==> src/rtl/ram_param.sv <==
// Single-port byte-write RAM that zero-fills itself after reset and offers an
// optional second read register stage.
module ram_param #(
    parameter int unsigned WIDTH   = 32,
    parameter int unsigned DEPTH   = 8,
    parameter int unsigned OUT_REG = 0,
    localparam int unsigned AW     = $clog2(DEPTH),
    localparam int unsigned NB     = WIDTH / 8
) (
    input  logic             CLK,
    input  logic             RST,
    input  logic             EN0,
    input  logic [NB-1:0]    WE0,
    input  logic [AW-1:0]    A0,
    input  logic [WIDTH-1:0] Di0,
    output logic [WIDTH-1:0] Do0,
    output logic             VALID0,
    output logic             READY
);

    typedef enum logic {StClear, StRun} state_e;

    state_e           state_q, state_d;
    logic [AW-1:0]    ptr_q, ptr_d;
    logic [WIDTH-1:0] mem_q [DEPTH];

    logic [NB-1:0]    wr_be;
    logic [AW-1:0]    wr_addr;
    logic [WIDTH-1:0] wr_data;
    logic [WIDTH-1:0] rd1_d, rd1_q;
    logic             vld1_d, vld1_q;

    always_comb begin
        state_d = state_q;
        ptr_d   = ptr_q;
        wr_be   = '0;
        wr_addr = ptr_q;
        wr_data = '0;
        rd1_d   = '0;
        vld1_d  = 1'b0;
        if (state_q == StClear) begin
            wr_be = '1;
            ptr_d = ptr_q + AW'(1);
            if (ptr_q == AW'(DEPTH - 1)) begin
                state_d = StRun;
            end
        end else if (EN0) begin
            wr_be   = WE0;
            wr_addr = A0;
            wr_data = Di0;
            rd1_d   = mem_q[A0];
            vld1_d  = 1'b1;
        end
        // A reset edge must never disturb the array.
        if (RST) begin
            wr_be = '0;
        end
    end

    always_ff @(posedge CLK) begin
        if (RST) begin
            state_q <= StClear;
            ptr_q   <= '0;
            rd1_q   <= '0;
            vld1_q  <= 1'b0;
        end else begin
            state_q <= state_d;
            ptr_q   <= ptr_d;
            rd1_q   <= rd1_d;
            vld1_q  <= vld1_d;
        end
    end

    always_ff @(posedge CLK) begin
        for (int i = 0; i < NB; i++) begin
            if (wr_be[i]) begin
                mem_q[wr_addr][8*i +: 8] <= wr_data[8*i +: 8];
            end
        end
    end

    if (OUT_REG != 0) begin : g_out_reg
        logic [WIDTH-1:0] rd2_q;
        logic             vld2_q;

        always_ff @(posedge CLK) begin
            if (RST) begin
                rd2_q  <= '0;
                vld2_q <= 1'b0;
            end else begin
                rd2_q  <= rd1_q;
                vld2_q <= vld1_q;
            end
        end

        assign Do0    = rd2_q;
        assign VALID0 = vld2_q;
    end else begin : g_no_out_reg
        assign Do0    = rd1_q;
        assign VALID0 = vld1_q;
    end

    assign READY = (state_q == StRun);

endmodule

==> config.mk <==
export PLATFORM = sky130hd
export DESIGN_NAME = ram_param
export DESIGN_NICKNAME = d
export VERILOG_FILES = /design/src/rtl/ram_param.sv
export SDC_FILE = /design/constraint.sdc
export NUM_CORES = 1
export LEC_CHECK = 0
export ABC_AREA = 1
export CAP_MARGIN = 5
export CORE_AREA = 2 2 208 210
export DETAILED_ROUTE_END_ITERATION = 16
export DIE_AREA = 0 0 210 212
export GPL_TIMING_DRIVEN = 0
export PLACE_DENSITY_LB_ADDON = 0.08
export SYNTH_ARGS = -nofsm -noshare
export SYNTH_HDL_FRONTEND = slang
export SYNTH_SLANG_ARGS = --single-unit
==> constraint.sdc <==
create_clock -name CLK -period 1.7 [get_ports CLK]
set_input_delay 0.255 -clock CLK [delete_from_list [all_inputs] [get_ports CLK]]
set_output_delay 0.255 -clock CLK [all_outputs]
set_load 0.1 [all_outputs]
==> metrics.txt, run 1 <==
# fillers 4211; Sequential Power Share 47.2%; Setup-failing EPs final 0; worst hold path class input pin to register; CTS max path bufs 3; Final Hold Viols 0; Die Ht 212 um; fin area 16420 um^2; Leak Pwr 7.250 nW; synth top area cells edfxtp_1 61%, nand2_1 9.9%, inv_1 8.8%, nand3_1 6.4%, dfxtp_1 5.9%; Hold Path Sink mem_q[2][1]; Peak Freq 589.3 MHz; min-delay src Di0[1]; Initial Utilization 29.59%; Distinct cells, synth 20; I/O pin total 76; met2 usage 28.12%; fin crit share 99.82%; pwr/cell area 1036 nW/um^2; setup TNS 0 ps; Worst-Skew Late Latency 550 ps; Post-synth top cells 333 x nand2_1, 294 x inv_1, 256 x edfxtp_1; dpl hpwl 22.62 mm; Synth-to-Final Area Change 30.53%; Synth Flop Type edfxtp_1; Mapped Area 12580 um^2; total power 17.00 mW; die area 44520 um^2; Multi-input gate area 3178 um^2; Via density 4.269; Max FO, Critical Path 10; wire length per cell 17.41 um; PnR worst setup slack 3.025 ps; clock power share 44.6%; Post-Syn Area per Cell 9.682 um^2; peak supply drop 0.7934 mV; pin count of the biggest net entering global routing 13; gr ovfl total 0; Critical R2R Launch READY; Num Clock Sinks 293; Worst-Margin Slew 641.8 ps; R2R cell count 5; register bit count reported by yosys 293; final clock skew 27.00 ps; Switch Pwr 3.932 mW; most common cell in the netlist nand2_1; R2R Setup Slk 3 ps; Post-synth ARST share 0%; Initial DRT Pass Iterations 5; sequential area share after synthesis 67.01%; net total in the final layout 1507; capturing point of the worst reg2reg path mem_q[0][30]; antenna diode count 0; Worst-path clk slew 60 ps; Initial DRC Count 505; initial antenna violation count 0; cell depth of the worst hold path 3; core box area 42510 um^2; number of CTS-inserted buffers 37; post-route insts no fill 2038; post-synth top area share 61.12%; total track usage 16.38%; Most Used Layer, Global Route met2; grt met1 use 21.06%; status completed; via count 8700; Die X 210 um; Synth Warn # 0; H-tree depth reported by CTS 2; Post-Synthesis Cells 1299; TritonCTS clock tree yes; post-place instance area 14280 um^2; number of synthesized flops with an enable pin 256; Tmin final 1697 ps; Register Area 8432 um^2; final WL 35.47 mm; fraction of layout cells with a size suffix above 1 17.96%; Max-cap violations 0; Crit. End Element register; met3 usage 2.555%; Synth area leader edfxtp_1; unrepaired setup endpoints after global routing true; CP required 2000 ps; pre-CTS WS -879.3 ps; vias in the first global route 8598; Startpoint Class register; Synth Net Count 1343; Cell Rows 76; DRC viols 0; # port buffers 75; max-slew violations 0; Cell Count Post-Placement 1920; Internal 13.07 mW; Clock Tree Root clkbuf_16; Routed Antenna Nets 0; Slew HR 57.21%; WP data arrival 1990 ps; critical path type register to register; Sw Ratio 23.13%; final hold slack 431.7 ps; global-route wire length before repair 52.76 mm; Placer Congestion 0.7353; fin util 38.62%; power share of the combinational group 8.3%
## layout make-up
type	instances	area share (%)
Tap cell	546	4.161
Sequential cell	293	51.36
Inverter	296	6.798
Timing Repair Buffer	125	9.252
Clock inverter	9	0.4192
Clock buffer	59	6.707
Buffer	57	1.943
Multi-Input combinational cell	653	19.36
## cell families after synthesis
logic type                 after synthesis  synth area share, %
DFF                                    293                67.01
and+or+nand+nor                        642                21.32
buffers and inverters                  353                11.02
AOI/OAI and AO/OA                        9               0.4476
adders and majority gates                2               0.1989
## critical path, stage by stage (launching register included)
cell      delay [ps]
dfxtp_4          360
nand2_4           70
buf_12           160
buf_4            160
clkbuf_2         310
nor2_2           400
## state kept, by name (all words and copies together) (netlist names)
register,flops
mem_q,256
Do0,32
VALID0,1
ptr_q,3
READY,1
## metal layers
layer	vias up	wire length, um
met5	-	0
met4	0	1030
met3	62	1283
met2	165	17040
met1	4106	16120
li1	4367	-
## what timing repair did
| item | CTS | global route |
|---|---|---|
| pin swaps | 35 | 14 |
| hold endpoints to repair | 0 | 0 |
| resized for setup | 154 | 30 |
| gates cloned | 0 | 0 |
| setup endpoints to repair | 561 | 393 |
| hold buffers | 0 | 0 |
| setup buffers | 46 | 4 |
## power groups by stage
stage                     Combinational [mW]  Clock [mW]  Sequential, mW
after floorplan                        0.727           0            8.17
after global placement                  1.20           0            8.17
after detailed placement                1.20           0            8.17
after CTS                               1.41        7.83            8.02
after global routing                    1.54        8.05            8.04
final                                   1.41        7.57            8.02
## worst max path at each step
stage | start | to | cells after the start
floorplan | READY | mem_q[4][24] | 7
global placement | EN0 | mem_q[2][13] | 5
detailed placement | EN0 | mem_q[2][13] | 5
CTS | READY | mem_q[1][6] | 5
global route | READY | mem_q[5][3] | 5
finish | READY | mem_q[0][30] | 5
## layout by cell type (no fill, tap or decap), types with 28 or more instances in the layout
cell             count
dfxtp_1             36
buf_12              29
buf_2               29
clkdlybuf4s15_2     28
nand2_1            329
clkbuf_16           39
inv_1              293
clkdlybuf4s50_1     40
nor2_1              75
edfxtp_1           256
nand3_1            160
nor2_4              37
No activity file was read; power rests on OpenSTA's default activity.
==> run 2: changes to the inputs <==
--- a/config.mk
+++ b/config.mk
@@ -9,5 +9,6 @@
 export CAP_MARGIN = 5
-export CORE_AREA = 2 2 208 210
+export CORE_AREA = 8 8 214 216
 export DETAILED_ROUTE_END_ITERATION = 16
-export DIE_AREA = 0 0 210 212
+export DIE_AREA = 0 0 222 224
+export DONT_BUFFER_PORTS = 1
 export GPL_TIMING_DRIVEN = 0
--- a/constraint.sdc
+++ b/constraint.sdc
@@ -3,2 +3,2 @@
 set_output_delay 0.255 -clock CLK [all_outputs]
-set_load 0.1 [all_outputs]
+set_load 0.005 [all_outputs]
==> run 2 against run 1 <==
Effect of this change: critical path depth rose by 3; sequential share of layout area rose by 3.1 points; final cell count is 4.2% lower; the flow now finishes with violations (setup timing); clock-buffer cell count decreased by 8; clock power fell by 7.7%; largest cell class unchanged; maximum frequency down 0.75%; sequential power hardly changed; register-to-register slack is essentially flat; power is 4.2% lower; die area up 12%; utilization decreased by 2.2 points.
==> metrics.txt, run 2 (same netlist as run 1, synthesis figures left out) <==
dpl hpwl 23.12 mm; antenna diode count 0; post-place instance area 13260 um^2; Routed Antenna Nets 0; max reg flops 256; Die X 222 um; Switch Pwr 3.818 mW; pre-CTS WS -873.4 ps; wire length per cell 18.19 um; Final Hold Viols 0; peak supply drop 0.6443 mV; fin util 36.44%; Via density 4.247; # port buffers 0; I/O pin total 76; Sequential Power Share 49.2%; power share of the combinational group 7.9%; pin count of the biggest net entering global routing 12; Worst-Margin Slew 800.4 ps; via count 8291; initial antenna violation count 0; global-route wire length before repair 53.03 mm; final clock skew 13.86 ps; worst hold path class input pin to register; CP required 1940 ps; Num Clock Sinks 293; Placer Congestion 0.7196; die area 49730 um^2; CTS max path bufs 3; failing checks setup timing; core box area 42510 um^2; Crit. End Element register; pwr/cell area 1052 nW/um^2; clock power share 42.9%; Setup-failing EPs final 15; gr ovfl total 0; Initial DRT Pass Iterations 7; Clock Tree Root clkbuf_16; Leak Pwr 6.865 nW; Worst-path clk slew 60 ps; Peak Freq 584.9 MHz; Internal 12.48 mW; Cell Rows 76; Max-cap violations 0; Die Ht 224 um; H-tree depth reported by CTS 2; total power 16.29 mW; final WL 35.51 mm; Tmin final 1710 ps; Critical Path, Cell by Cell nand2_8 -> clkbuf_16 -> nand2_8 -> o21ai_4 -> nor2_4 -> nand2_4 -> nor2_4 -> buf_12; final hold slack 21.43 ps; WP buf/inv 2; PnR worst setup slack -9.839 ps; Sw Ratio 23.43%; CP peak stage delay 390 ps; fraction of layout cells with a size suffix above 1 15.08%; total track usage 14.38%; net total in the final layout 1425; Crit path max-delay family simple AND/OR/NAND/NOR gates; critical path type register to register; TritonCTS clock tree yes; fin crit share 100.6%; fin area 15490 um^2; Largest Register mem_q; Initial DRC Count 504; max-slew violations 0; number of CTS-inserted buffers 36; Startpoint Class register; Slew HR 46.64%; most frequent cells in the layout 329 x nand2_1, 293 x inv_1, 256 x edfxtp_1; WP data arrival 1950 ps; critical path's slowest cell dfxtp_4; Initial Utilization 29.59%; vias in the first global route 8460; commonest non-fill, non-tap cell in the layout nand2_1; Worst-Skew Late Latency 540 ps; DRC viols 0; Max FO, Critical Path 8; status finished, violations left; Synth-to-Final Area Change 23.16%; unrepaired setup endpoints after global routing true
[run 2: cell types whose count changed in the layout (fill, tap and decap cells not counted), moves of 8 or more]
| cell | previous run | this run |
|---|---|---|
| clkdlybuf4s50_1 | 40 | 0 |
| clkdlybuf4s15_2 | 28 | 0 |
| buf_4 | 22 | 8 |
| clkbuf_2 | 12 | 1 |
| clkbuf_4 | 8 | 0 |
| clkinv_2 | 0 | 8 |
[run 2: path summary, 6_finish.rpt]
check | startpoint | to | slack (ps) | cells past startpoint
worst max-delay path | READY | mem_q[2][26] | -10 | 8
worst min-delay path | Di0[0] | mem_q[7][0] | 20 | 2
worst max register to register | READY | mem_q[2][26] | -10 | 8
worst min register to register | ptr_q[2] | ptr_q[2] | 500 | 2
[run 2: metal layers]
| metal | up-vias | GRT usage, % | wire length, um |
|---|---|---|---|
| li1 | 4193 | - | - |
| met2 | 177 | 24.91 | 17340 |
| met1 | 3860 | 17.73 | 15650 |
| met3 | 61 | 3.087 | 1623 |
| met5 | - | 0 | 0 |
| met4 | 0 | 4.640 | 898 |
[run 2: per-stage QoR]
step                cells  setup TNS, ps
floorplan            1299          -4469
global placement     1845        -238500
detailed placement   1845        -240520
CTS                  1951          -3364
global route         1952          -5524
finish               1952         -68.02
[run 2: layout make-up]
type | count | area [um^2]
fill | 4237 | 27020
sequential | 293 | 8432
multi-input combinational | 653 | 3184
inverter | 296 | 1116
clock buffer | 51 | 998.5
timing repair buffer | 44 | 733.2
tap | 546 | 683.2
buffer | 57 | 287.8
clock inverter | 12 | 55.05
[run 2: repair_timing]
item / CTS / global route
gates cloned: 0 / 1
hold buffers: 2 / 0
resized for setup: 102 / 25
buffers inserted: 41 / 0
hold endpoints to repair: 9 / 0
pin swaps: 32 / 27
setup endpoints to repair: 516 / 346
[run 2: power by group through the flow]
stage | clock network, mW | logic, mW | registers, mW
detailed placement | 0 | 1.01 | 8.18
global placement | 0 | 0.998 | 8.17
CTS | 7.22 | 1.29 | 8.02
finish | 6.99 | 1.28 | 8.02
global route | 7.48 | 1.42 | 8.04
floorplan | 0 | 0.651 | 8.16
